### config.mk
export PLATFORM = sky130hd
export DESIGN_NAME = reg_file_sb
export DESIGN_NICKNAME = d
export VERILOG_FILES = /design/src/rtl/reg_file_pkg.sv /design/src/rtl/decoder_onehot.sv /design/src/rtl/reg_file_sb.sv
export SDC_FILE = /design/constraint.sdc
export NUM_CORES = 1
export LEC_CHECK = 0
export CAP_MARGIN = 5
export CORE_MARGIN = 2
export CORE_UTILIZATION = 55
export DETAILED_ROUTE_END_ITERATION = 6
export HOLD_SLACK_MARGIN = 0.03
export MAX_ROUTING_LAYER = met4
export PLACE_DENSITY = 0.77
export SYNTH_ARGS = -nofsm -noshare
export SYNTH_HDL_FRONTEND = slang
export SYNTH_SLANG_ARGS = --single-unit
### constraint.sdc
create_clock -name clk_i -period 5.95 [get_ports clk_i]
set_input_delay 1.19 -clock clk_i [delete_from_list [all_inputs] [get_ports clk_i]]
set_output_delay 1.19 -clock clk_i [all_outputs]
set_load 0.02 [all_outputs]
### src/rtl/reg_file_pkg.sv
// Shared constants and types for the LC-3 register file with scoreboard.
package reg_file_pkg;

  localparam int unsigned LC3_WIDTH  = 16;
  localparam int unsigned LC3_ADDR_W = 3;

  typedef logic [LC3_ADDR_W-1:0] addr_t;
  typedef logic [LC3_WIDTH-1:0]  word_t;

endpackage

### src/rtl/decoder_onehot.sv
// Enable-gated binary to one-hot decoder: out = en ? (1 << in) : 0.
module decoder_onehot #(
  parameter int unsigned N = 3
) (
  input  logic            en_i,
  input  logic [N-1:0]    in_i,
  output logic [2**N-1:0] out_o
);

  always_comb begin
    out_o = '0;
    if (en_i) begin
      out_o[in_i] = 1'b1;
    end
  end

endmodule

### src/rtl/reg_file_sb.sv
// LC-3 register file with per-register pending (scoreboard) bits.
// Define REG_FILE_BYPASS_EN to forward same-cycle writes onto the read ports.
module reg_file_sb
  import reg_file_pkg::*;
#(
  parameter int unsigned WIDTH  = LC3_WIDTH,
  parameter int unsigned ADDR_W = LC3_ADDR_W
) (
  input  logic              clk_i,
  input  logic              reset_i,
  input  logic              ld_reg_i,
  input  logic [ADDR_W-1:0] dr_i,
  input  logic [WIDTH-1:0]  wdata_i,
  input  logic              reserve_i,
  input  logic [ADDR_W-1:0] reserve_dr_i,
  input  logic [ADDR_W-1:0] sr1_i,
  input  logic [ADDR_W-1:0] sr2_i,
  output logic [WIDTH-1:0]  sr1_out_o,
  output logic [WIDTH-1:0]  sr2_out_o,
  output logic              sr1_pend_o,
  output logic              sr2_pend_o,
  output logic              any_pend_o
);

  localparam int unsigned Depth = 2**ADDR_W;

  logic [WIDTH-1:0] regs_q [Depth];
  logic [WIDTH-1:0] regs_d [Depth];
  logic [Depth-1:0] pend_q, pend_d;
  logic [Depth-1:0] wr_en;
  logic [Depth-1:0] rsv_mask;

  decoder_onehot #(
    .N(ADDR_W)
  ) u_wr_dec (
    .en_i (ld_reg_i),
    .in_i (dr_i),
    .out_o(wr_en)
  );

  decoder_onehot #(
    .N(ADDR_W)
  ) u_rsv_dec (
    .en_i (reserve_i),
    .in_i (reserve_dr_i),
    .out_o(rsv_mask)
  );

  always_comb begin
    regs_d = regs_q;
    for (int i = 0; i < Depth; i++) begin
      if (wr_en[i]) begin
        regs_d[i] = wdata_i;
      end
    end
    // Reserve applied after the clear so a same-register issue wins over retirement.
    pend_d = (pend_q & ~wr_en) | rsv_mask;
  end

  always_ff @(posedge clk_i) begin
    if (reset_i) begin
      regs_q <= '{default: '0};
      pend_q <= '0;
    end else begin
      regs_q <= regs_d;
      pend_q <= pend_d;
    end
  end

  assign any_pend_o = |pend_q;

`ifdef REG_FILE_BYPASS_EN
  always_comb begin
    sr1_out_o  = regs_q[sr1_i];
    sr1_pend_o = pend_q[sr1_i];
    if (ld_reg_i && (dr_i == sr1_i)) begin
      sr1_out_o  = wdata_i;
      sr1_pend_o = reserve_i && (reserve_dr_i == sr1_i);
    end
  end

  always_comb begin
    sr2_out_o  = regs_q[sr2_i];
    sr2_pend_o = pend_q[sr2_i];
    if (ld_reg_i && (dr_i == sr2_i)) begin
      sr2_out_o  = wdata_i;
      sr2_pend_o = reserve_i && (reserve_dr_i == sr2_i);
    end
  end
`else
  assign sr1_out_o  = regs_q[sr1_i];
  assign sr2_out_o  = regs_q[sr2_i];
  assign sr1_pend_o = pend_q[sr1_i];
  assign sr2_pend_o = pend_q[sr2_i];
`endif

endmodule

==> impl_metrics.csv, run 1 <==
group,metric,value,unit
timing,clock.fmax,0.215,GHz
timing,period_share,0.783,
hold_path,min_path_cells,2,
die,dieArea,13700,sq um
worst_setup_path,timing.rr.end,"pend_q[3]$_SDFF_PP0_",
synth,synth_fp_nets,776,
timing,fin_setup_tns,0,ns
hold_path,hold_start,"regs_q[98]$_SDFFE_PP0P_",
place,gp_congestion,0.883,
grt,antenna_found_initial,0,
detailed_routing,drt-total-wl,21600,um
layout,finalCoreUtilization,0.650,
detailed_routing,remaining_drc_errors,0,
synth,synth_cells,744,
detailed_routing,top_layer_used,"met4",
die,io_pins,67,
synth,synth-seq-cells,136,
power,ir_drop,187,uV
grt,grt_max_degree,89,
synth,synth.top_cells.by_area,"dfxtp_1, mux4_2, nand2_1",
grt,grt_pass1_vias,6057,
synth,syn_area_per_cell,9.42,sq um
timing,rsz0062_at_grt,"no",
place,dp_hpwl,12800,um
die,initial_core_util,0.560,
synth,yosys_warnings,0,
place,port_buffers,66,
layout,drive_gt1_frac,0.206,
timing,hold_viol,0,
timing,fin_crit,4.66,ns
layout,fill_cells,1034,
synth,yosys.area.top_type,"dfxtp_1",
detailed_routing,met1Wirelength,7960,um
grt,grt_pass1_wl,32800,um
die,fp.dieH,117,um
timing,setup_viol,0,
timing,relSlewSlack,0.115,
synth,synth_edf_count,0,
worst_setup_path,r2r_slack,5.19,ns
cts,path_clk_slew,0.06,ns
layout,multi_input_area,3850,sq um
layout,final_cell_area,8130,sq um
worst_setup_path,cpPeakStageDelay,0.80,ns
synth,synth.distinct_cells,26,
power,powerDensity,271,nW/um^2
hold_path,worstHoldEndpoint,"regs_q[98]$_SDFFE_PP0P_",
detailed_routing,num_vias,6078,
detailed_routing,drtIter0Drc,881,
die,rows,41,
worst_setup_path,slowest_stage,"buf_2",
worst_setup_path,path_cells,"buf_2, mux4_2, mux2_2, clkdlybuf4s50_1",
power,leakagePower,2.72,nW
worst_setup_path,critical_path.top_delay_family,"buffers and inverters",
worst_setup_path,worstPathRequired,4.76,ns
die,core,12500,sq um
synth,ys_seq_area_frac,0.388,
synth,synthTopCellsByCount,"nand2_1, dfxtp_1, a21oi_1",
detailed_routing,avgRoutedWirePerCell,22.9,um
cts,clock_latency,0.43,ns
detailed_routing,drtPass1Iterations,5,
timing,worst_pin_slew,1.32,ns
worst_setup_path,startpoint_type,"input port",
worst_setup_path,cp_max_fo,30,
cts,postCtsSetupRepairBufs,0,
timing,fin_worst_skew,0,ns
grt,grt_use_total,0.340,
worst_setup_path,critical_path_buf_inv_count,2,
outcome,status,"complete, no violations",
cts,clockBufferDepth,2,
hold_path,hold_path_class,"flip-flop to flip-flop",
detailed_routing,via_per_inst,6.43,
cts,cts_sinks,136,
synth,synth.most_common_cell,"nand2_1",
synth,ys.flop_type,"dfxtp_1",
detailed_routing,ant_nets,0,
cts,cts_resized,0,
worst_setup_path,reg2reg_from,"pend_q[3]$_SDFF_PP0_",
worst_setup_path,reg2reg_depth,2,
layout,nets,792,
synth,synth_area,7010,sq um
grt,grt_overflow,0,
cts,clockRootBuffer,"clkbuf_16",
worst_setup_path,crit_path_end_kind,"output pin",
detailed_routing,wl_met2,10400,um
layout,seq_area,2720,sq um
worst_setup_path,critPathKind,"input port to output pin",
synth,yosysTopAreaCellShare,0.388,
cts,cts.htree.levels,4,
worst_setup_path,cp_data_arrival_time,3.47,ns
timing,maxSlewViolCount,0,
layout,n_antenna_cell,0,
flow_run,drv_cap,0,
cts,numCtsBuffers,17,
place,dpl_cell_area,7550,sq um
synth,async_flop_share,0,
detailed_routing,wl_met3,2570,um
die,die_w,117,um
cts,cts_tree,"yes",
layout,area_growth,16.0,%
cts,hold_buffers,0,
cell families (layout without fill, tap and decap cells):
family / Yosys count / count (layout) / synth area share
AND/OR/NAND/NOR: 288 / 288 / 0.173
AO/OA/AOI/OAI: 136 / 136 / 0.102
flip-flops: 136 / 136 / 0.388
multiplexers: 102 / 102 / 0.273
buffers and inverters: 82 / 111 / 0.0628
layout by cell type, fill, tap and decap left out, drive strengths merged:
master         Yosys  layout
nor4b              1       1
nor4bb             1       1
mux2              34      34
nor2b              3       3
nand4              2       2
clkdlybuf4s50      0      61
nand4bb            3       3
nand2            258     258
a21oi            129     129
nand4b             3       3
and4b              3       3
or4b               1       1
mux4              68      68
buf               58      18
a22oi              3       3
nor4               2       2
dfxtp            136     136
a32oi              4       4
and4               1       1
clkinv             0       9
clkbuf            24      17
and4bb             2       2
bufinv             0       2
inv                0       1
clkinvlp           0       3
nor2               8       8
layer usage:
| layer | up-vias | track usage |
|---|---|---|
| li1 | 2645 | - |
| met3 | 70 | 0.0814 |
| met2 | 421 | 0.535 |
| met1 | 2942 | 0.423 |
| met4 | 0 | 0.143 |
| met5 | - | - |
sequential cells by signal (all words and copies together) (netlist names):
name,cells
pend_q,8
regs_q,128
where the power goes:
part	internal [W]	total [W]	switching, W
Sequential	0.000931	0.000947	0.0000160
Clock	0.000616	0.00103	0.000415
Combinational	0.0000968	0.000228	0.000131
Total	0.00164	0.00221	0.000562
worst min-delay path: cells and delay by family, from the launching register on:
kind / cells / cell delay (ns)
DFF: 1 / 0.32
and+or+nand+nor: 1 / 0.05
AOI/OAI and AO/OA: 1 / 0.05
final cells by class:
type | count | area share
repair buffers | 79 | 0.0935
multi-input cells | 526 | 0.474
clock inverters | 15 | 0.0191
clock buffers | 17 | 0.0523
well taps | 172 | 0.0265
flip-flops and latches | 136 | 0.335
worst max path at each step:
stage,endpoint,cells past startpoint,slack [ns],start
final,sr1_out_o[6],4,1.29,sr1_i[0]
after global routing,sr1_out_o[6],4,1.17,sr1_i[0]
after CTS,sr1_out_o[6],4,1.26,sr1_i[0]
after detailed placement,sr1_out_o[6],4,1.26,sr1_i[0]
after global placement,sr1_out_o[6],4,1.31,sr1_i[0]
after floorplan,sr1_out_o[10],5,2.26,sr1_i[0]
metrics by stage:
| stage | setup slack (ns) | hold WS [ns] | cells | total power, W |
|---|---|---|---|---|
| after detailed placement | 1.26 | 0.459 | 913 | 0.00119 |
| final | 1.29 | 0.468 | 945 | 0.00221 |
| after CTS | 1.26 | 0.467 | 945 | 0.00220 |
| after global placement | 1.31 | 0.449 | 913 | 0.00118 |
| after floorplan | 2.26 | 0.443 | 744 | 0.00111 |
| after global routing | 1.17 | 0.484 | 945 | 0.00227 |
Power figures use the tool's default switching activity.
==> inputs of run 2 (changes only) <==
==> constraint.sdc (replaced) <==
create_clock -name clk_i -period 4.4 [get_ports clk_i]
set_input_delay 0.88 -clock clk_i [delete_from_list [all_inputs] [get_ports clk_i]]
set_output_delay 0.88 -clock clk_i [all_outputs]
set_load 0.02 [all_outputs]
==> impl_metrics.csv, run 2 (same netlist as run 1, synthesis figures left out) <==
group,metric,value,unit
outcome,status,"complete, no violations",
flow_run,drv_cap,0,
worst_setup_path,reg2reg_from,"pend_q[4]$_SDFF_PP0_",
cts,clockRootBuffer,"clkbuf_16",
timing,worst_pin_slew,1.28,ns
timing,fin_worst_skew,0,ns
cts,cts_sinks,136,
worst_setup_path,r2r_slack,3.62,ns
layout,drive_gt1_frac,0.207,
grt,use_met2,0.528,
grt,antenna_found_initial,1,
timing,relSlewSlack,0.141,
layout,nets,797,
layout,fill_cells,1027,
power,p_total,0.00306,W
worst_setup_path,worstPathRequired,3.52,ns
hold_path,worstHoldEndpoint,"regs_q[21]$_SDFFE_PP0P_",
die,dieArea,13700,sq um
timing,fin_crit,3.70,ns
hold_path,hold_start,"regs_q[21]$_SDFFE_PP0P_",
die,fp.dieH,117,um
cts,clock_latency,0.43,ns
timing,period_share,0.841,
detailed_routing,avgRoutedWirePerCell,22.4,um
detailed_routing,drt-total-wl,21300,um
grt,grt_pass1_vias,6173,
cts,cts.htree.levels,4,
layout,top_regs,"regs_q x128, pend_q x8",
worst_setup_path,cp_max_fo,26,
timing,setup_viol,0,
cts,hold_buffers,0,
layout,final_common_cell,"nand2_1",
grt,grt_util_met3,0.104,
layout,final_cell_area,8210,sq um
layout,regMostFlops,"regs_q",
grt,busiest_layer,"met2",
grt,grt_overflow,0,
hold_path,min_path_cells,2,
worst_setup_path,crit_path_end_kind,"output pin",
die,core,12500,sq um
detailed_routing,via_per_inst,6.47,
worst_setup_path,critPathKind,"input port to output pin",
worst_setup_path,cp_data_arrival_time,2.82,ns
die,die_w,117,um
power,powerDensity,372,nW/um^2
cts,postCtsSetupRepairBufs,0,
worst_setup_path,reg2reg_depth,2,
cts,numCtsBuffers,17,
worst_setup_path,startpoint_type,"input port",
timing,rsz0062_at_grt,"no",
detailed_routing,drtPass1Iterations,6,
layout,final_cell_mix,"nand2_1, dfxtp_1, a21oi_1",
place,port_buffers,66,
die,io_pins,67,
place,gp_congestion,0.890,
place,dpl_cell_area,7610,sq um
grt,grt_use_total,0.342,
timing,clock.fmax,0.270,GHz
timing,hold_viol,0,
timing,fin_setup_tns,0,ns
power,ir_drop,351,uV
hold_path,hold_path_class,"flip-flop to flip-flop",
place,dp_hpwl,13100,um
power,leakagePower,2.76,nW
cts,clockBufferDepth,2,
grt,grt_max_degree,106,
detailed_routing,ant_nets,0,
detailed_routing,remaining_drc_errors,0,
worst_setup_path,timing.rr.end,"pend_q[4]$_SDFF_PP0_",
detailed_routing,num_vias,6151,
timing,hold_slack,0.467,ns
grt,groute.layer.met1.usage,0.403,
layout,area_growth,17.2,%
layout,largest_register_ffs,128,
cts,cts_tree,"yes",
cts,path_clk_slew,0.06,ns
cts,cts_resized,0,
grt,grt_pass1_wl,33100,um
die,rows,41,
timing,maxSlewViolCount,0,
detailed_routing,drtIter0Drc,804,
die,initial_core_util,0.560,
==> run 2: changes by cell type in the layout (fill, tap and decap cells not counted), sizes merged <==
cell	delta
buf	+5
clkbuf	+5
clkinv	-4
clkinvlp	-2
bufinv	+1
diode	+1
inv	-1
==> run 2: routing by layer <==
layer / vias up / wire [um]
met5: - / 0
met4: 0 / 753
met3: 83 / 2360
met2: 448 / 10500
met1: 2969 / 7650
li1: 2651 / -
==> run 2: worst max path at each step <==
stage                        start             to  slack [ns]  cells after the start
final                     sr2_i[2]  sr2_out_o[10]        0.70                      5
after global routing      sr2_i[0]   sr2_out_o[5]        0.63                      5
after CTS                 sr2_i[0]  sr2_out_o[14]        0.69                      5
after detailed placement  sr2_i[0]  sr2_out_o[14]        0.70                      5
after global placement    sr1_i[2]  sr1_out_o[14]        0.71                      6
after floorplan           sr1_i[0]  sr1_out_o[10]        1.33                      5
==> run 2: power breakdown <==
group / leakage, nW / internal, W / total (W) / switching (W)
sequential: 1.10 / 0.00126 / 0.00128 / 0.0000230
clock: 0.296 / 0.000926 / 0.00147 / 0.000540
combinational: 1.37 / 0.000135 / 0.000309 / 0.000174
total: 2.76 / 0.00232 / 0.00306 / 0.000738
==> run 2: area by class of cell <==
| cell class | instances | area [sq um] | area share |
|---|---|---|---|
| antenna | 1 | 2.50 | 0.000305 |
| clock buffer | 22 | 474 | 0.0577 |
| clock inverter | 9 | 123 | 0.0149 |
| multi-input combinational | 526 | 3850 | 0.469 |
| sequential | 136 | 2720 | 0.331 |
| tap | 172 | 215 | 0.0262 |
| timing repair buffer | 84 | 823 | 0.100 |
==> run 2: through the flow <==
stage / util / worst slack, ns / instances
floorplan: - / 1.33 / 744
global placement: 0.608 / 0.712 / 918
detailed placement: 0.608 / 0.700 / 918
CTS: 0.656 / 0.688 / 949
global route: 0.656 / 0.631 / 950
finish: 0.656 / 0.699 / 950
==> run 2: critical path, stage by stage <==
cell and delay [ns]:
buf_2 0.27, buf_12 0.26, mux4_2 0.55, mux2_2 0.27
clkdlybuf4s50_1 0.55
